===== src/rtl/corefifo_pkg.sv =====
// corefifo_pkg -- shared definitions for the async FIFO pointer logic.
//   COREFIFO_PTR_EXTRA : wrap bit added on top of the memory address width.
//   bin2gray()         : binary to reflected Gray code. Width-agnostic: callers
//                        zero-extend into PTR_MAX_W bits and truncate the result.
package corefifo_pkg;

  localparam int COREFIFO_PTR_EXTRA = 1;
  localparam int PTR_MAX_W          = 32;

  function automatic logic [PTR_MAX_W-1:0] bin2gray(input logic [PTR_MAX_W-1:0] b);
    return b ^ (b >> 1);
  endfunction

endpackage


===== src/rtl/corefifo_wr_ptr_ctrl_if.sv =====
// corefifo_wr_ptr_ctrl_if -- write-side FIFO control bus.
//   master : write client / FIFO top (drives wr_en and the synchronized rd_ptr_bin)
//   slave  : corefifo_wr_ptr_ctrl (drives memory write strobe/address, Gray
//            pointer and write-side status)
interface corefifo_wr_ptr_ctrl_if
  import corefifo_pkg::*;
#(
  parameter int ADDRWIDTH = 3
);
  localparam int PW = ADDRWIDTH + COREFIFO_PTR_EXTRA;

  logic                 wr_en;
  logic [PW-1:0]        rd_ptr_bin;
  logic                 mem_we;
  logic [ADDRWIDTH-1:0] wr_addr;
  logic [PW-1:0]        wr_ptr_gray;
  logic                 full;
  logic                 afull;
  logic [PW-1:0]        wr_cnt;
  logic                 overflow;

  modport master (
    output wr_en, rd_ptr_bin,
    input  mem_we, wr_addr, wr_ptr_gray, full, afull, wr_cnt, overflow
  );

  modport slave (
    input  wr_en, rd_ptr_bin,
    output mem_we, wr_addr, wr_ptr_gray, full, afull, wr_cnt, overflow
  );
endinterface


===== src/rtl/corefifo_binToGrayConv.sv =====
// corefifo_binToGrayConv -- combinational binary to Gray converter for an
// ADDRWIDTH+1 bit FIFO pointer. Inverse of the read-side Gray to binary stage.
//   bin  : binary pointer in
//   gray : Gray-coded pointer out
module corefifo_binToGrayConv
  import corefifo_pkg::*;
#(
  parameter int ADDRWIDTH = 3
) (
  input  logic [ADDRWIDTH+COREFIFO_PTR_EXTRA-1:0] bin,
  output logic [ADDRWIDTH+COREFIFO_PTR_EXTRA-1:0] gray
);
  localparam int PW = ADDRWIDTH + COREFIFO_PTR_EXTRA;

  assign gray = PW'(bin2gray(PTR_MAX_W'(bin)));
endmodule


===== src/rtl/corefifo_wr_ptr_ctrl.sv =====
// corefifo_wr_ptr_ctrl -- write-domain pointer and status generator.
//   clk   : write clock
//   reset : asynchronous, active-high
//   wif   : slave side of corefifo_wr_ptr_ctrl_if
//           in  wr_en, rd_ptr_bin (already synchronized, binary)
//           out mem_we, wr_addr, wr_ptr_gray, full, afull, wr_cnt, overflow
// Build option: COREFIFO_AFULL_EN enables the almost-full compare against
// AFULL_VAL; without it afull is constant 0.
// All status is registered from the next-state pointer so it reflects a write
// at the same edge that accepts it.
module corefifo_wr_ptr_ctrl
  import corefifo_pkg::*;
#(
  parameter int ADDRWIDTH = 3,
  parameter int AFULL_VAL = 6
) (
  input logic                   clk,
  input logic                   reset,
  corefifo_wr_ptr_ctrl_if.slave wif
);
  localparam int PW = ADDRWIDTH + COREFIFO_PTR_EXTRA;

  logic [PW-1:0] wr_ptr_bin;
  logic [PW-1:0] wr_ptr_next;
  logic [PW-1:0] gray_next;
  logic [PW-1:0] diff;
  logic          push;

  assign push        = wif.wr_en & ~wif.full;
  assign wr_ptr_next = wr_ptr_bin + PW'(push);
  // Modulo arithmetic; valid while the read pointer never leads and trails
  // by at most the FIFO depth.
  assign diff        = wr_ptr_next - wif.rd_ptr_bin;

  assign wif.mem_we  = push;
  assign wif.wr_addr = wr_ptr_bin[ADDRWIDTH-1:0];

  corefifo_binToGrayConv #(.ADDRWIDTH(ADDRWIDTH)) u_b2g (
    .bin  (wr_ptr_next),
    .gray (gray_next)
  );

  // Gray pointer is taken straight from a flop so the crossing sees one
  // clean bit change per push.
  always_ff @(posedge clk or posedge reset) begin
    if (reset) begin
      wr_ptr_bin      <= '0;
      wif.wr_ptr_gray <= '0;
      wif.full        <= 1'b0;
      wif.wr_cnt      <= '0;
      wif.overflow    <= 1'b0;
    end else begin
      wr_ptr_bin      <= wr_ptr_next;
      wif.wr_ptr_gray <= gray_next;
      wif.full        <= (diff == PW'(1 << ADDRWIDTH));
      wif.wr_cnt      <= diff;
      wif.overflow    <= wif.wr_en & wif.full;
    end
  end

`ifdef COREFIFO_AFULL_EN
  always_ff @(posedge clk or posedge reset) begin
    if (reset) wif.afull <= 1'b0;
    else       wif.afull <= (diff >= PW'(AFULL_VAL));
  end
`else
  assign wif.afull = 1'b0;
`endif

endmodule


===== src/flat_wrapper.sv =====
// flat-port wrapper written by rule: the top's interface ports become plain ports
module corefifo_wr_ptr_ctrl_flat import corefifo_pkg::*;
#(
  parameter int ADDRWIDTH = 3,
  parameter int AFULL_VAL = 6
)
  (clk, reset, wif_wr_en, wif_rd_ptr_bin, wif_mem_we, wif_wr_addr, wif_wr_ptr_gray, wif_full, wif_afull, wif_wr_cnt, wif_overflow);
  corefifo_wr_ptr_ctrl_if #(.ADDRWIDTH(ADDRWIDTH)) wif_i ();
  input logic clk;
  input logic reset;
  input wire logic [$bits(wif_i.wr_en)-1:0] wif_wr_en;
  input wire logic [$bits(wif_i.rd_ptr_bin)-1:0] wif_rd_ptr_bin;
  output wire logic [$bits(wif_i.mem_we)-1:0] wif_mem_we;
  output wire logic [$bits(wif_i.wr_addr)-1:0] wif_wr_addr;
  output wire logic [$bits(wif_i.wr_ptr_gray)-1:0] wif_wr_ptr_gray;
  output wire logic [$bits(wif_i.full)-1:0] wif_full;
  output wire logic [$bits(wif_i.afull)-1:0] wif_afull;
  output wire logic [$bits(wif_i.wr_cnt)-1:0] wif_wr_cnt;
  output wire logic [$bits(wif_i.overflow)-1:0] wif_overflow;
  assign wif_i.wr_en = wif_wr_en;
  assign wif_i.rd_ptr_bin = wif_rd_ptr_bin;
  assign wif_mem_we = wif_i.mem_we;
  assign wif_wr_addr = wif_i.wr_addr;
  assign wif_wr_ptr_gray = wif_i.wr_ptr_gray;
  assign wif_full = wif_i.full;
  assign wif_afull = wif_i.afull;
  assign wif_wr_cnt = wif_i.wr_cnt;
  assign wif_overflow = wif_i.overflow;
  corefifo_wr_ptr_ctrl #(.ADDRWIDTH(ADDRWIDTH), .AFULL_VAL(AFULL_VAL)) u_core (.clk(clk), .reset(reset), .wif(wif_i));
endmodule

===== config.mk =====
export PLATFORM = sky130hd
export DESIGN_NAME = corefifo_wr_ptr_ctrl_flat
export DESIGN_NICKNAME = d
export VERILOG_FILES = /design/src/rtl/corefifo_pkg.sv /design/src/rtl/corefifo_wr_ptr_ctrl_if.sv /design/src/rtl/corefifo_binToGrayConv.sv /design/src/rtl/corefifo_wr_ptr_ctrl.sv /design/src/flat_wrapper.sv
export SDC_FILE = /design/constraint.sdc
export NUM_CORES = 1
export LEC_CHECK = 0
export CAP_MARGIN = 20
export CORE_MARGIN = 5
export CORE_UTILIZATION = 49
export CTS_BUF_LIST = sky130_fd_sc_hd__clkbuf_2 sky130_fd_sc_hd__clkbuf_4 sky130_fd_sc_hd__clkbuf_8
export CTS_CLUSTER_SIZE = 24
export DETAILED_ROUTE_END_ITERATION = 6
export HOLD_SLACK_MARGIN = 0.08
export PLACE_DENSITY = 0.92
export SLEW_MARGIN = 20
export SYNTH_ARGS = -nofsm -noshare
export SYNTH_HDL_FRONTEND = slang
export SYNTH_HIERARCHICAL = 1
export SYNTH_SLANG_ARGS = --single-unit

===== constraint.sdc =====
create_clock -name clk -period 6.2 [get_ports clk]
set_clock_uncertainty 0.2 [all_clocks]
set_input_delay 0.62 -clock clk [delete_from_list [all_inputs] [get_ports clk]]
set_output_delay 0.62 -clock clk [all_outputs]
set_load 0.01 [all_outputs]

=== Yosys cells after proc, flatten, opt, wreduce, memory -nomap -nowiden ===
Index checks and enable logic that the tools add are counted.
W data, S select, Z words.

* Bits in registers: 14
* Word-level logic and storage cells: 12

* Add/subtract/negate cells: 2
* Equal/unequal tests: 1
* Bitwise operators: 4

{| class="wikitable"
|+ Operator list
! cell !! number
|-
| $add A4 B1 Y4 || 1
|-
| $eq A4 B4 Y1 const B || 1
|-
| $sub A4 B4 Y4 || 1
|-
| $xor A4 B3 Y4 || 1
|-
| $and A1 B1 Y1 || 2
|-
| $not A1 Y1 || 1
|}

=== Longest topological paths before layout ===
* Depth in word-level cells: 5
* Gate-level depth with buffers: 9
* Mapped depth without buffers: 9

=== Cells and area by module ===
Netlist, hierarchy kept.

{| class="wikitable"
|+ By module, submodules not included
! module !! times used !! cells an instance !! area each (um^2) !! seq. area each (um^2)
|-
| corefifo_wr_ptr_ctrl || 1 || 43 || 609.3 || 350.3
|-
| corefifo_binToGrayConv || 1 || 4 || 33.8 || 0.0
|}

=== Worst setup path before layout ===
OpenSTA, ideal clock, no wires.

* Path type: input to register
* Start point: in wif_wr_en
* End point: reg u_core.wif.full
* Library setup time: 0.094 ns
* Data arrival time: 2.463 ns
* Required time: 5.906 ns
* Slack: 3.443 ns
* Stages: 9
* Buffers on the path: 0
* Cell sequence: nor2b_1 ha_1 ha_1 xor2_1 ha_1 a21oi_1 o21ai_0 xnor3_1 nor4b_4

* Word-level cells in the longest chain between the ends: 4

{| class="wikitable"
|+ Ends and longest elaborated chain
! what !! line !! source
|-
| start: declaration || flat_wrapper.sv:11 || <nowiki>input wire logic [$bits(wif_i.wr_en)-1:0] wif_wr_en;</nowiki>
|-
| $and A1 B1 Y1 || corefifo_wr_ptr_ctrl.sv:29 || <nowiki>assign push = wif.wr_en & ~wif.full;</nowiki>
|-
| $add A4 B1 Y4 || corefifo_wr_ptr_ctrl.sv:30 || <nowiki>assign wr_ptr_next = wr_ptr_bin + PW'(push);</nowiki>
|-
| via u_core.wr_ptr_next[2] || corefifo_wr_ptr_ctrl.sv:24 || <nowiki>logic [PW-1:0] wr_ptr_next;</nowiki>
|-
| $sub A4 B4 Y4 || corefifo_wr_ptr_ctrl.sv:33 || <nowiki>assign diff = wr_ptr_next - wif.rd_ptr_bin;</nowiki>
|-
| via u_core.diff[3] || corefifo_wr_ptr_ctrl.sv:26 || <nowiki>logic [PW-1:0] diff;</nowiki>
|-
| $eq A4 B4 Y1 || corefifo_wr_ptr_ctrl.sv:55 || <nowiki>wif.full <= (diff == PW'(1 << ADDRWIDTH));</nowiki>
|-
| end signal: assignment || corefifo_wr_ptr_ctrl.sv:55 ||
|-
| end: declaration || corefifo_wr_ptr_ctrl_if.sv:29 || <nowiki>output mem_we, wr_addr, wr_ptr_gray, full, afull, wr_cnt, overflow</nowiki>
|}

The timed path passes the listed nets, and every way through them passes these cells.

=== Worst setup path in the final report ===
Ends and elaborated chain as after synthesis.

==> impl_metrics.ini <==
[worst_setup_path]
rrSetupSlack_ps = 3410
critPathArrivalTime_ps = 3180
cp_slowest_cell = clkdlybuf4s50_1
worst_path_largest_cell_delay_ps = 460
worstSetupEndpointType = flop
crit_type = input port to flop
cp.required_ps = 6170
start_kind = input port
worstRegToRegCells = 9
worst_r2r_endpoint = u_core/wif.full
path_max_fanout = 4
crit_path_cell_trace = clkdlybuf4s50_1, nor2b_1, ha_1, ha_1, xor2_1, ha_1, a21oi_1, o21ai_0, xnor3_1, nor4b_4
r2r_start = u_core/wif.full
cp_common_cell = ha_1

[yosys]
yosysMostFrequentCell = dfrtp_1
postSynth.asyncResetShare_pct = 100
synthTopCellsByCount = dfrtp_1, inv_1, buf_4, ha_1, xor2_1
yosys.area.top_type = dfrtp_1
synth_area_leaders = dfrtp_1, ha_1, buf_4
syn_area_um2 = 643
yosys_warnings = 6
syn_area_per_cell_um2 = 13.7
synth.distinct_cells = 17
syn_inst = 47
synth_nets = 60
ys_ff_latch = 14
seq_area_frac_synth_pct = 54.5
synthFlopType = dfrtp_1
synth_top_cell_area_share_pct = 54.5
synth-edff-count = 0

[route]
route.detailed.drc = 0
drt-initial-drc-count = 5
ant_nets = 0
viasPerCell = 4.56
wirelength_mm = 1.11
via_count = 365
wire_per_inst_um = 13.8
drt_pass1_iterations = 2

[timing]
drv_slew = 0
setup_viol = 0
worst_pin_slew_ps = 517
rsz0062_at_grt = no
maxClockFrequency_mhz = 312
fin_crit_sh_pct = 51.7
slew_headroom_pct = 65.5
period_needed_ps = 3210
hold_violations = 0
holdWs_ps = 360
fin_tns_setup_ps = 0

[floorplanning]
num_rows = 13
die_y_um = 46.2
start_util_pct = 50.7
dieArea_um2 = 2140
num_io_pins = 22
die_width_um = 46.2
coreArea_um2 = 1270

[cts]
path_clk_slew_ps = 70
worstSkewPairLatency_ps = 260
cts_resized = 0
cts_setup_buffers = 0
numCtsBuffers = 3
cts.sinks = 14
cts_hold_buf = 0
cts-root-buf = clkbuf_4
cts_tree = yes
cts_buffer_depth = 2
htreeDepth = 1

[worst_hold_path]
hp-class = flop to flop
hp-start = u_core/wr_ptr_bin[3]
min_path_cells = 1
min_to = u_core/wr_ptr_bin[3]

[finish]
stdcell_area_um2 = 847
layout-drive-gt1-share_pct = 9.23
area_delta_synth_final_pct = 31.7
fillers = 109
nNetsFinal = 80
n_antenna_cell = 0

[global_routing]
grt_usage_pct = 12.5
grt_busiest_layer = met2
grt_first_pass_wirelength_mm = 1.76
grt-ovfl-total = 0
antenna_found_initial = 0
grt_pass1_vias = 388
use_met1_pct = 13.3
met3_usage_pct = 2.73
grt_max_degree = 15
grtUsageMet2_pct = 22.5

[placement]
post-dp-hpwl_um = 932
place_congestion = 0.683
port_buffers = 20
place_area_um2 = 825

[run]
drv_cap = 0

[outcome]
status = completed

[power]
power.total_mw = 0.479
leakage_nw = 0.412
ir_drop_mv = 0.338
cellPowerDensity_nw_per_um2 = 565
[layout make-up]
class                           count  area [µm²]  area share, %
Timing Repair Buffer               20         200           23.6
Inverter                            7        26.3           3.10
Sequential cell                    14         350           41.4
Clock buffer                        3        22.5           2.66
Tap cell                           15        18.8           2.22
Multi-Input combinational cell     21         229           27.0
[report_power, final]
| group | switching, mW | internal (mW) |
|---|---|---|
| registers | 0.0183 | 0.138 |
| clock network | 0.0249 | 0.0224 |
| logic | 0.130 | 0.146 |
| total | 0.173 | 0.306 |
[per-layer routing]
metal / vias to the layer above / part of all wire (%)
met5: - / 0
met4: 0 / 1.7
met3: 2 / 6.6
met2: 13 / 57
met1: 176 / 35
li1: 174 / -
[worst max-delay path, delay by kind of cell]
family / cells / cell delay [ps]
fa+ha+maj: 3 / 750
simple gates: 2 / 420
buf+inv: 1 / 460
compound gates: 2 / 290
xor+xnor: 2 / 630
[sequential cells by signal, indices dropped and copies added, names as in the netlist]
name	flops
u_core/wif.full	1
u_core/wif.wr_cnt	4
u_core/wif.wr_ptr_gray	4
u_core/wr_ptr_bin	4
u_core/wif.overflow	1
[placed cells by master, fill, tap and decap left out, drive strengths merged, types with 2 or more instances in the layout]
cell            n
clkdlybuf4s50  20
dfrtp          14
inv             7
ha              5
xor2            4
clkbuf          3
xnor2           2
[how the worst max path moves through the flow]
stage | from | end | slack [ps] | depth (start not counted)
6_report | wif_wr_en | u_core/wif.full | 2990 | 10
2_1_floorplan | wif_wr_en | u_core/wif.full | 3440 | 9
3_5_place_dp | wif_wr_en | u_core/wif.full | 2670 | 10
5_1_grt | wif_wr_en | u_core/wif.full | 2730 | 10
4_1_cts | wif_wr_en | u_core/wif.full | 2940 | 10
3_3_place_gp | wif_wr_en | u_core/wif.full | 2920 | 10
[stage by stage]
stage	std cells	utilization (%)	worst slack (ps)
after floorplan	47	-	3440
after global placement	77	65.0	2920
after detailed placement	77	65.0	2670
after CTS	80	66.8	2940
after global routing	80	66.8	2730
final	80	66.8	2990
[logic make-up (layout without fill, tap and decap cells)]
| family | after synthesis | after routing | synth area share, % |
|---|---|---|---|
| simple gates | 5 | 5 | 7.78 |
| xor+xnor | 7 | 7 | 12.8 |
| compound gates | 2 | 2 | 1.55 |
| flops | 14 | 14 | 54.5 |
| buf+inv | 12 | 30 | 9.92 |
| other cells | 1 | 1 | 0.583 |
| fa+ha+maj | 6 | 6 | 12.8 |
Power figures use the tool's default switching activity.
